===== src/rtl/ahb_line_fill_ctrl.sv =====
// ahb_line_fill_ctrl
//   Instruction-cache miss line-fill controller acting as an AHB read master.
//   A miss issues one aligned INCRn read burst covering the whole line; every
//   returned word is streamed to the line buffer with its word index. The
//   controller handles the AHB address/data pipeline, wait states and
//   two-cycle ERROR responses.
//
// Ports
//   clk        rising-edge clock
//   rst        asynchronous, active-high reset
//   miss_req   start a fill (sampled only while idle)
//   miss_addr  miss address; offset bits inside the line are ignored
//   fill_busy  high from miss acceptance through the fill_done cycle
//   fill_we    line-buffer write strobe, one per good data beat
//   fill_idx   word index for fill_we
//   fill_data  word for fill_we (hrdata pass-through)
//   fill_done  one-cycle pulse at the end of a fill
//   fill_err   one-cycle pulse with fill_done when any beat got ERROR
//   haddr, htrans, hburst, hsize, hwrite   AHB master address/control
//   hready, hrdata, hresp                  AHB slave response
module ahb_line_fill_ctrl #(
  parameter int LINE_WORDS = 4,
  parameter int ADDR_W     = 32,
  parameter int DATA_W     = 32
) (
  input  logic                          clk,
  input  logic                          rst,
  input  logic                          miss_req,
  input  logic [ADDR_W-1:0]             miss_addr,
  output logic                          fill_busy,
  output logic                          fill_we,
  output logic [$clog2(LINE_WORDS)-1:0] fill_idx,
  output logic [DATA_W-1:0]             fill_data,
  output logic                          fill_done,
  output logic                          fill_err,
  output logic [ADDR_W-1:0]             haddr,
  output logic [1:0]                    htrans,
  output logic [2:0]                    hburst,
  output logic [2:0]                    hsize,
  output logic                          hwrite,
  input  logic                          hready,
  input  logic [DATA_W-1:0]             hrdata,
  input  logic                          hresp
);

  localparam int IDX_W = $clog2(LINE_WORDS);
  localparam int OFF_W = IDX_W + 2;  // byte offset bits inside a line

  localparam logic [2:0] HBURST_CODE = (LINE_WORDS == 4)  ? 3'b011 :
                                       (LINE_WORDS == 8)  ? 3'b101 :
                                       (LINE_WORDS == 16) ? 3'b111 : 3'b001;

  typedef enum logic [2:0] {
    S_IDLE,
    S_BURST,
    S_DRAIN,
    S_ERR,
    S_DONE
  } state_t;

  state_t                    state;
  logic [ADDR_W-OFF_W-1:0]   base_line;  // line number of the fill
  logic [IDX_W-1:0]          acnt;       // next beat to put on the address bus
  logic [IDX_W-1:0]          dcnt;       // next beat expected on the data bus
  logic                      dph;        // a beat is in its data phase
  logic                      err_flag;
  logic                      err_cycle;
  logic                      last_addr;
  logic                      unused_addr_bits;

  assign unused_addr_bits = ^miss_addr[OFF_W-1:0];

  // First cycle of a two-cycle ERROR response on the beat in its data phase.
  assign err_cycle = dph & hresp & ~hready;
  assign last_addr = (acnt == IDX_W'(LINE_WORDS - 1));

  // The base is line aligned and acnt never passes the last word, so the
  // address is a plain concatenation and can never leave the line.
  assign haddr  = {base_line, acnt, 2'b00};
  assign hburst = HBURST_CODE;
  assign hsize  = 3'b010;
  assign hwrite = 1'b0;

  // htrans is combinational so the pending SEQ is withdrawn in the very
  // cycle the ERROR response first shows up.
  always_comb begin
    // NOTE: assigning a default before any condition keeps this a pure mux;
    // a path that left htrans unassigned would infer a latch.
    htrans = 2'b00;
    if (state == S_BURST && !err_cycle) begin
      htrans = (acnt == '0) ? 2'b10 : 2'b11;
    end
  end

  assign fill_we   = dph & hready & ~hresp & (state != S_ERR);
  assign fill_idx  = dcnt;
  assign fill_data = hrdata;

  // Status outputs decode straight from the state register.
  assign fill_busy = (state != S_IDLE);
  assign fill_done = (state == S_DONE);
  assign fill_err  = (state == S_DONE) & err_flag;

  // NOTE: the reset branch is asynchronous, so an asserted rst drops htrans
  // and fill_busy immediately; a partial fill is simply abandoned.
  always_ff @(posedge clk or posedge rst) begin
    if (rst) begin
      state     <= S_IDLE;
      base_line <= '0;
      acnt      <= '0;
      dcnt      <= '0;
      dph       <= 1'b0;
      err_flag  <= 1'b0;
    end else begin
      // NOTE: non-blocking assignments everywhere here, so every branch sees
      // this cycle's register values regardless of statement order.
      if (fill_we) begin
        dcnt <= dcnt + IDX_W'(1);
      end

      // A data phase starts after an accepted address phase and ends on the
      // next hready; back-to-back beats keep it continuously set.
      if (htrans[1] && hready) begin
        dph <= 1'b1;
      end else if (hready) begin
        dph <= 1'b0;
      end

      // Any ERROR seen on a data beat marks the whole line bad.
      if ((state == S_BURST || state == S_DRAIN) && dph && hresp) begin
        err_flag <= 1'b1;
      end

      case (state)
        S_IDLE: begin
          if (miss_req) begin
            base_line <= miss_addr[ADDR_W-1:OFF_W];
            acnt      <= '0;
            dcnt      <= '0;
            err_flag  <= 1'b0;
            state     <= S_BURST;
          end
        end
        S_BURST: begin
          if (err_cycle) begin
            state <= S_ERR;
          end else if (hready) begin
            if (last_addr) begin
              state <= S_DRAIN;
            end else begin
              acnt <= acnt + IDX_W'(1);
            end
          end
        end
        S_DRAIN: begin
          // The last beat is always in its data phase here.
          if (err_cycle) begin
            state <= S_ERR;
          end else if (hready) begin
            state <= S_DONE;
          end
        end
        S_ERR: begin
          if (hready) begin
            state <= S_DONE;
          end
        end
        S_DONE: begin
          err_flag <= 1'b0;
          state    <= S_IDLE;
        end
        default: state <= S_IDLE;
      endcase
    end
  end

endmodule


===== config.mk =====
export PLATFORM = sky130hd
export DESIGN_NAME = ahb_line_fill_ctrl
export DESIGN_NICKNAME = d
export VERILOG_FILES = /design/src/rtl/ahb_line_fill_ctrl.sv
export SDC_FILE = /design/constraint.sdc
export NUM_CORES = 1
export LEC_CHECK = 0
export CORE_ASPECT_RATIO = 0.5
export CORE_MARGIN = 2
export CORE_UTILIZATION = 37
export CTS_BUF_LIST = sky130_fd_sc_hd__clkbuf_8
export DETAILED_ROUTE_END_ITERATION = 12
export PLACE_DENSITY_LB_ADDON = 0.2
export SLEW_MARGIN = 20
export SYNTH_ARGS = -nofsm -noshare
export SYNTH_HDL_FRONTEND = slang
export SYNTH_SLANG_ARGS = --single-unit

===== constraint.sdc =====
create_clock -name clk -period 3.8 [get_ports clk]
set_input_delay 0.76 -clock clk [delete_from_list [all_inputs] [get_ports clk]]
set_output_delay 0.76 -clock clk [all_outputs]
set_load 0.005 [all_outputs]

* Word-level counts from Yosys, hierarchy flattened
Index checks and enable logic that the tools add are counted.
W data, S select, Z words.
** Operators by class
- $add $sub $neg :: 2
- Equality and inequality tests :: 12
- Mux-type cells :: 22
- Bitwise gates (word level) :: 8
- Reduce and logical (&&, ||, !) cells :: 14
** Operators with widths (count)
- $mux W3 :: 6
- $mux W2 :: 8
- $pmux W3 S4 :: 1
- $ne A2 B2 Y1 const B :: 4
- $and A1 B1 Y1 :: 6
- $eq A3 B2 Y1 const B :: 2
- $ne A3 B3 Y1 const B :: 2
- $mux W1 :: 5
- $reduce_and A5 Y1 :: 1
- $add A2 B1 Y2 const B :: 2
- $logic_and A1 B1 Y1 :: 4
- $pmux W2 S2 :: 1
- $reduce_bool A2 Y1 :: 2
- $eq A3 B1 Y1 const B :: 1
- $eq A3 B3 Y1 const B :: 1
- $logic_not A3 Y1 :: 1
- $ne A3 B2 Y1 const B :: 1
- $reduce_and A3 Y1 :: 1
- $reduce_bool A3 Y1 :: 1
- $eq A2 B2 Y1 const B :: 1
- $logic_not A2 Y1 :: 1
- $not A1 Y1 :: 2
- $pmux W1 S2 :: 1
- $reduce_and A2 Y1 :: 1
- other kinds (2) :: 2
** Storage, ports and cells
- Bits in registers :: 37
- Output and inout bits :: 79

* Longest topological paths before layout
Gate-level depths: netlist of run 1.
- Depth in word-level cells :: 7
- Gate-level depth with buffers :: 5
- Gate-level depth less buffers :: 4

* Worst setup path before layout of run 1
No wires, ideal clock.
- Path type :: input to output
- Start :: input hready
- End :: output htrans[0]
- Arrival time :: 1.365 ns
- Data required time :: 3.040 ns
- Setup slack :: 1.675 ns
- Stages on the path :: 3
- Buffers on the path :: 1
- Path through :: clkbuf_1 > and3b_1 > nor3_1
** On the way
- Cells in the longest elaborated chain, start to end :: 5
** RTL lines
- start, declared :: RTL line 41 : input logic hready,
- $not A1 Y1 :: RTL line 74 : assign err_cycle = dph & hresp & ~hready;
- $and A1 B1 Y1 :: RTL line 74
- $logic_not A1 Y1 :: RTL line 90 : if (state == S_BURST && !err_cycle) begin
- $logic_and A1 B1 Y1 :: RTL line 90
- $mux W2 :: RTL line 90
- end, declared :: RTL line 37 : output logic [1:0] htrans,
Every way passes these cells.

* Final worst setup path of run 1
Ends and elaborated chain as after synthesis.

==> results_dict.tcl, run 1 <==
set metrics [dict create \
    antenna_found_initial 0 \
    holdBufCountCts 0 \
    drive_above_1_share_pct 4.62 \
    globalRouteOverflowTotal 0 \
    netlist_instances 223 \
    die_h_um 54.8 \
    final_common_cell "nand2_1" \
    syn_area_per_cell_um2 8.57 \
    ys_types 28 \
    cts_sinks 37 \
    fill_cells 470 \
    synthTopCellsByArea "dfrtp_1, nand2_1, buf_4" \
    synth_top_cell_by_area "dfrtp_1" \
    routed-via-count 1462 \
    post_cts_buffers 0 \
    whs_ns 0.473 \
    hold_viol_final 0 \
    rsz0062_at_grt "no" \
    initial_core_util_pct 38.6 \
    synthToLayoutAreaGrowth_pct 29.9 \
    period_share_pct 80.5 \
    cts_buffer_depth 2 \
    core_mm2 0.00495 \
    setup_viol 0 \
    layout_common_cells "nand2_1, clkdlybuf4s50_1, dfrtp_1, conb_1, inv_1" \
    insertion_delay_ns 0.28 \
    crit_arrival_ns 2.30 \
    htreeDepth 2 \
    ir_drop_uv 305 \
    slew-limit-headroom_pct 32.7 \
    maxSlewViolCount 0 \
    finClkSkew_ns 0.00200 \
    yosysWarnings 0 \
    total_power_mw 1.78 \
    cp.required_ns 3.04 \
    synth-seq-cells 37 \
    drt-wirelength-per-cell_um 12.5 \
    dieArea_mm2 0.00579 \
    worst_pin_slew_ns 1.01 \
    grt_pass1_wl_um 6290 \
    io_buffers 70 \
    grt_max_degree 38 \
    end_kind "output port" \
    regArea_um2 926 \
    min_path_type "reg -> reg" \
    die_w_um 106 \
    final_core_util_pct 50.1 \
    cts-resized-gates 0 \
    io_pins 148 \
    root_buffer "clkbuf_8" \
    drt_pre_antenna_iters 4 \
    hpwl_um 2990 \
    clock.fmax_mhz 327 \
    cts_tree "done" \
    finalWorstSetupSlack_ns 0.742 \
    multi_input_area_um2 652 \
    status "finished clean" \
    tns_ns 0 \
    crit_type "in -> out" \
    power_density_mw_per_mm2 718 \
    period_minus_slack_ns 3.06 \
    maxCapViolations 0 \
    grt_pass1_vias 1330 \
    rows 18 \
    place_congestion 0.804 \
    power_leakage_nw 1.20 \
    dpl_worst_slack_ns 0.744 \
    drt.antenna.violating_nets 0 \
    path_max_fanout 9 \
    critPathLaunchType "input port" \
    ys_seq_area_share_pct 48.5 \
    drt-total-wl_um 4140 \
    final_net_count 330 \
    track_usage_pct 14.2 \
    via_per_inst 4.43 \
    drc_errors 0 \
    path_clk_slew_ns 0.07 \
    numCtsBuffers 5 \
    n_antenna_cell 0 \
    drt_iter0_drc 43 \
    synth_area_mm2 0.00191 \
    synth_top_area_share_pct 48.5 \
]
-- worst paths after layout --
check	from	to	slack, ns	cells after the start
setup / recovery	hready	htrans[0]	0.74	4
hold / removal	base_line[11]	base_line[11]	0.47	2
setup reg to reg	state[1]	acnt[0]	1.84	3
hold reg to reg	base_line[11]	base_line[11]	0.47	2
max in group asynchronous	rst	base_line[27]	2.55	3
min in group asynchronous	rst	base_line[16]	0.91	3
-- stage by stage --
step | instances | area [µm²]
2_1_floorplan | 230 | 1940
5_1_grt | 330 | 2480
3_5_place_dp | 322 | 2400
3_3_place_gp | 322 | 2400
6_report | 330 | 2480
4_1_cts | 330 | 2480
-- flip-flops by register name (all words and copies together), names as in the netlist --
signal	count
state	3
fill_idx	2
err_flag	1
acnt	2
base_line	28
dph	1
-- Yosys cell counts --
cell and n:
or4_1 1, nand3_1 1, buf_4 41, or4b_1 1
nor3_1 3, and3_1 2, nor4b_2 1, nor3b_1 1
dfrtp_1 37, o31ai_1 2, nand2b_1 1, nand4b_1 1
mux2i_1 1, o211ai_1 1, mux2_2 2, o21ai_0 2
nand2_1 91, and3b_1 3, nor2_1 5, inv_1 5
buf_2 6, a21oi_1 5, a31oi_1 1, nand3b_1 1
or3_1 1, ha_1 2, clkbuf_1 3, conb_1 2
-- critical path, cell delays in order --
cell and delay [ns]:
clkdlybuf4s50_1 0.63, and3b_1 0.25, nor3_1 0.14, clkdlybuf4s50_1 0.52
-- layer usage --
metal / wire (µm) / global-route usage (%) / vias up
met1: 1800 / 17.4 / 675
met4: 108 / 8.11 / 0
met5: 0 / 0 / -
li1: - / - / 719
met2: 1980 / 23.3 / 48
met3: 249 / 4.17 / 20
-- power breakdown --
| group | switching [mW] | leakage, nW | internal, mW |
|---|---|---|---|
| clock network | 0.139 | 0.0491 | 0.125 |
| registers | 0.140 | 0.459 | 0.578 |
| logic | 0.317 | 0.692 | 0.484 |
-- cell type report --
cell class | instances | share of cell area [%]
clock buffer | 5 | 2.77
clock inverter | 3 | 0.554
inverter | 5 | 0.756
multi-input combinational | 138 | 26.3
sequential | 37 | 37.3
tap | 70 | 3.53
timing repair buffer | 72 | 28.8
-- kinds of logic after synthesis --
group	after synthesis	share of synthesized area, %
buffers and inverters	55	19.3
DFF	37	48.5
adders and majority gates	2	1.31
other	2	0.393
AOI/OAI and AO/OA	11	3.34
muxes	3	1.70
and+or+nand+nor	113	25.5
Note: power is estimated with default switching activity, not from simulation.
==> inputs of run 2 (changes only) <==
- CORE_UTILIZATION: 37 -> 31
- clock period: 3.8 -> 2.6 ns (I/O delays scaled with it)
==> run 2 against run 1 <==
Compared with the run above:
- register-to-register slack worse by 0.88 ns
- highest routed layer unchanged
- wire length rose by 0.34%
- largest cell class unchanged
- die area rose by 18%
- power is 49% higher
- core utilization decreased by 7.9 points
- critical endpoint unchanged
- clock skew grew 0.0022 ns
==> results_dict.tcl, run 2 (synthesized netlist as in run 1, its figures left out) <==
set metrics [dict create \
    rsz0062_at_grt "no" \
    hpwl_um 3080 \
    worst-path-buf-inv 2 \
    setup_viol 0 \
    power_leakage_nw 1.21 \
    end_kind "output port" \
    track_usage_pct 12.1 \
    crit_slowest_cell "clkdlybuf4s50_1" \
    maxSlewViolCount 0 \
    crit_type "in -> out" \
    final_common_cell "nand2_1" \
    path_clk_slew_ns 0.07 \
    cts_sinks 37 \
    largest_reg_flops 28 \
    top_regs "base_line x28, state x3" \
    finClkSkew_ns 0.00421 \
    antenna_found_initial 0 \
    cp.required_ns 2.08 \
    total_power_mw 2.66 \
    cts_tree "done" \
    swShare_pct 33.9 \
    critPathMostFrequentCell "clkdlybuf4s50_1" \
    grt_pass1_vias 1453 \
    top_register "base_line" \
    power_density_mw_per_mm2 1050 \
    period_minus_slack_ns 2.46 \
    maxCapViolations 0 \
    drt_iter0_drc 84 \
    internal_power_mw 1.76 \
    numCtsBuffers 5 \
    hold_viol_final 0 \
    die_w_um 115 \
    drt-wirelength-per-cell_um 12.1 \
    cts_buffer_depth 2 \
    routed-via-count 1491 \
    core_mm2 0.00601 \
    final_net_count 335 \
    drive_above_1_share_pct 6.79 \
    place_congestion 0.749 \
    min_path_type "reg -> reg" \
    status "finished clean" \
    comb_power_share_pct 45.0 \
    via_per_inst 4.36 \
    critPathLaunchType "input port" \
    htreeDepth 2 \
    holdBufCountCts 0 \
    final_core_util_pct 42.3 \
    ir_drop_uv 378 \
    rows 20 \
    power.share.clock_pct 15.2 \
    finalWorstSetupSlack_ns 0.140 \
    clock.fmax_mhz 406 \
    io_buffers 70 \
    grt_pass1_wl_um 6640 \
    crit_arrival_ns 1.94 \
    dieArea_mm2 0.00685 \
    crit_family "buffers and inverters" \
    synthToLayoutAreaGrowth_pct 32.8 \
    crit_chain "clkdlybuf4s50_1 -> and3b_1 -> nor3_1 -> clkdlybuf4s50_1" \
    max_stage_delay_ns 0.53 \
    insertion_delay_ns 0.29 \
    fill_cells 607 \
    drt_pre_antenna_iters 4 \
    drt.antenna.violating_nets 0 \
    globalRouteOverflowTotal 0 \
    layout_common_cells "nand2_1, clkdlybuf4s50_1, dfrtp_1, conb_1, buf_4" \
    final_cell_area_mm2 0.00254 \
    placed_area_mm2 0.00245 \
    p_sw_uw 903 \
    drt-total-wl_um 4150 \
    cts-resized-gates 0 \
    io_pins 148 \
    period_share_pct 94.6 \
    post_cts_buffers 0 \
    root_buffer "clkbuf_8" \
    n_antenna_cell 0 \
    initial_core_util_pct 31.8 \
    drc_errors 0 \
    tns_ns 0 \
    dpl_worst_slack_ns 0.134 \
    die_h_um 59.5 \
    power.share.sequential_pct 39.8 \
    grt_max_degree 38 \
    path_max_fanout 4 \
]
[run 2: changes by cell type in the layout (fill, tap and decap cells not counted), sizes merged]
cell / delta
clkinv: -2
inv: -1
buf: +5
clkinvlp: +3
[run 2: final timing paths]
| kind | slack (ns) | end | cells past startpoint | start |
|---|---|---|---|---|
| min in group asynchronous | 0.64 | base_line[25] | 3 | rst |
| worst max-delay path | 0.14 | htrans[0] | 4 | hready |
| worst max register to register | 0.96 | acnt[0] | 4 | state[1] |
| worst min-delay path | 0.47 | base_line[26] | 2 | base_line[26] |
| worst min register to register | 0.47 | base_line[26] | 2 | base_line[26] |
| max in group asynchronous | 1.63 | state[1] | 3 | rst |
[run 2: layout make-up]
type | instances | area [µm²] | share of cell area, %
Sequential cell | 37 | 926 | 36.5
Clock buffer | 5 | 68.8 | 2.71
Inverter | 5 | 18.8 | 0.740
Timing Repair Buffer | 77 | 753 | 29.7
Multi-Input combinational cell | 138 | 652 | 25.7
Tap cell | 77 | 96.3 | 3.80
Clock inverter | 3 | 22.5 | 0.888
[run 2: worst register-to-register path: cells and delay by family (launching register included)]
kind	cells	cell delay, ns
flops	1	0.53
mux	1	0.06
buf+inv	1	0.23
simple gates	2	0.69
[run 2: per-stage QoR]
stage	hold slack, ns	instances
2_1_floorplan	0.470	230
3_3_place_gp	0.459	334
3_5_place_dp	0.461	334
4_1_cts	0.481	342
5_1_grt	0.504	342
6_report	0.475	342
[run 2: per-layer routing]
layer  part of all wire, %  up-vias  global-route usage (%)
met5                     0        -                       0
met4                   2.1        0                    4.48
met3                   5.8       26                    3.17
met2                    48       45                    20.5
met1                    44      692                    15.3
li1                      -      728                       -
[run 2: power by group through the flow]
stage | registers [mW] | logic, mW | clock network [mW]
5_1_grt | 1.10 | 1.33 | 0.443
3_5_place_dp | 1.07 | 1.22 | 0
6_report | 1.06 | 1.20 | 0.405
2_1_floorplan | 1.03 | 0.563 | 0
4_1_cts | 1.06 | 1.22 | 0.422
3_3_place_gp | 1.06 | 1.20 | 0
==> inputs of run 3 (changes only) <==
- CORE_UTILIZATION: 31 -> 50
- DONT_BUFFER_PORTS: default -> 1
==> run 3 against run 2 <==
Compared with the run above:
- fmax is 27% higher
- core utilization is 7.6 points higher
- sequential power is 5% higher
- sequential cell count stayed put
- critical path type is now reg -> reg
==> results_dict.tcl, run 3 (synthesized netlist as in run 1, its figures left out) <==
set metrics [dict create \
    status "finished clean" \
    dieArea_mm2 0.00436 \
    post_cts_buffers 0 \
    cts_sinks 37 \
    maxSlewViolCount 0 \
    die_h_um 47.7 \
    path_clk_slew_ns 0.07 \
    r2r_end "acnt[0]" \
    crit_slowest_cell "or4b_1" \
    setup_viol 0 \
    period_minus_slack_ns 1.94 \
    min_path_type "in -> async" \
    via_per_inst 5.03 \
    path_max_fanout 29 \
    cts-resized-gates 0 \
    end_kind "register" \
    rr_worst_depth 3 \
    slew-limit-headroom_pct 36.6 \
    multi_input_area_um2 652 \
    holdBufCountCts 0 \
    grt_pass1_wl_um 5690 \
    worst_pin_slew_ns 0.952 \
    drc_errors 0 \
    top_register "base_line" \
    cp.required_ns 2.76 \
    io_buffers 0 \
    period_share_pct 74.7 \
    antenna_found_initial 0 \
    hpwl_um 2820 \
    drt-wirelength-per-cell_um 15.7 \
    power_leakage_nw 0.933 \
    largest_reg_flops 28 \
    rsz0062_at_grt "no" \
    clock.fmax_mhz 515 \
    crit_type "reg -> reg" \
    layout_common_cells "nand2_1, dfrtp_1, conb_1" \
    track_usage_pct 17.4 \
    drt.antenna.violating_nets 0 \
    ir_drop_uv 404 \
    initial_core_util_pct 53.9 \
    drt_pre_antenna_iters 4 \
    worst-path-buf-inv 0 \
    crit_family "simple AND/OR/NAND/NOR gates" \
    power_density_mw_per_mm2 1170 \
    crit_arrival_ns 2.11 \
    final_net_count 261 \
    drive_above_1_share_pct 7.33 \
    synthToLayoutAreaGrowth_pct -7.40 \
    insertion_delay_ns 0.29 \
    root_buffer "clkbuf_8" \
    fill_cells 362 \
    die_w_um 91.4 \
    hold_viol_final 0 \
    grt_max_degree 38 \
    n_antenna_cell 0 \
    drt-total-wl_um 3790 \
    rows 15 \
    whs_ns 0.218 \
    finClkSkew_ns 0.00635 \
    core_mm2 0.00355 \
    place_congestion 0.843 \
    htreeDepth 2 \
    routed-via-count 1218 \
    r2r_start "state[1]" \
    crit_chain "or4b_1 -> nand2_1 -> mux2i_1" \
    reg2reg_slack_ns 0.66 \
    io_pins 148 \
    regArea_um2 926 \
    cts_buffer_depth 2 \
    total_power_mw 2.07 \
    top_regs "base_line x28, state x3" \
    final_common_cell "nand2_1" \
    numCtsBuffers 5 \
    critPathLaunchType "register" \
    cts_tree "done" \
    tns_ns 0 \
    maxCapViolations 0 \
    globalRouteOverflowTotal 0 \
    drt_iter0_drc 61 \
    max_stage_delay_ns 1.00 \
    grt_pass1_vias 1132 \
]
==> run 3: cell count changes in the layout (fill, tap and decap cells not counted) <==
cell,delta
buf_4,-4
clkinv_2,+2
clkdlybuf4s50_1,-70
clkinvlp_4,-2
==> run 3: worst register-to-register path, delay by kind of cell (launching register included) <==
kind | cells | cell delay [ns]
AND/OR/NAND/NOR | 2 | 1.21
flip-flops | 1 | 0.53
multiplexers | 1 | 0.09
==> run 3: layout make-up <==
type,instances,share of cell area [%]
clock buffers,5,3.89
clock inverters,3,0.990
inverters,5,1.06
multi-input cells,138,36.8
flip-flops and latches,37,52.3
well taps,51,3.61
repair buffers,3,1.27
==> run 3: power breakdown <==
part / switching, mW / internal (mW)
registers: 0.267 / 0.847
logic: 0.327 / 0.234
clock network: 0.207 / 0.185
total: 0.801 / 1.27
==> run 3: through the flow <==
step	utilization, %	std cells	area (µm²)	worst slack [ns]
final	49.9	242	1770	0.658
after global routing	49.9	242	1770	0.495
after CTS	49.9	242	1770	0.635
after detailed placement	47.4	234	1680	0.647
after global placement	47.4	234	1680	0.655
after floorplan	-	230	1940	0.955
==> run 3: worst max-delay path by stage <==
stage	slack (ns)	from	cells past startpoint	to
after floorplan	0.95	hready	3	htrans[0]
after global placement	0.65	state[1]	3	acnt[0]
after detailed placement	0.65	state[1]	3	acnt[0]
after CTS	0.63	state[1]	3	acnt[0]
after global routing	0.49	state[1]	3	base_line[13]
final	0.66	state[1]	3	acnt[0]
==> run 3: per-layer routing <==
layer  wire [µm]  GRT usage (%)  part of all wire, %
met5           0              0                    0
met4          62           9.09                  1.6
met3         420           8.50                   11
met2        1820           29.4                   48
met1        1490           19.3                   39
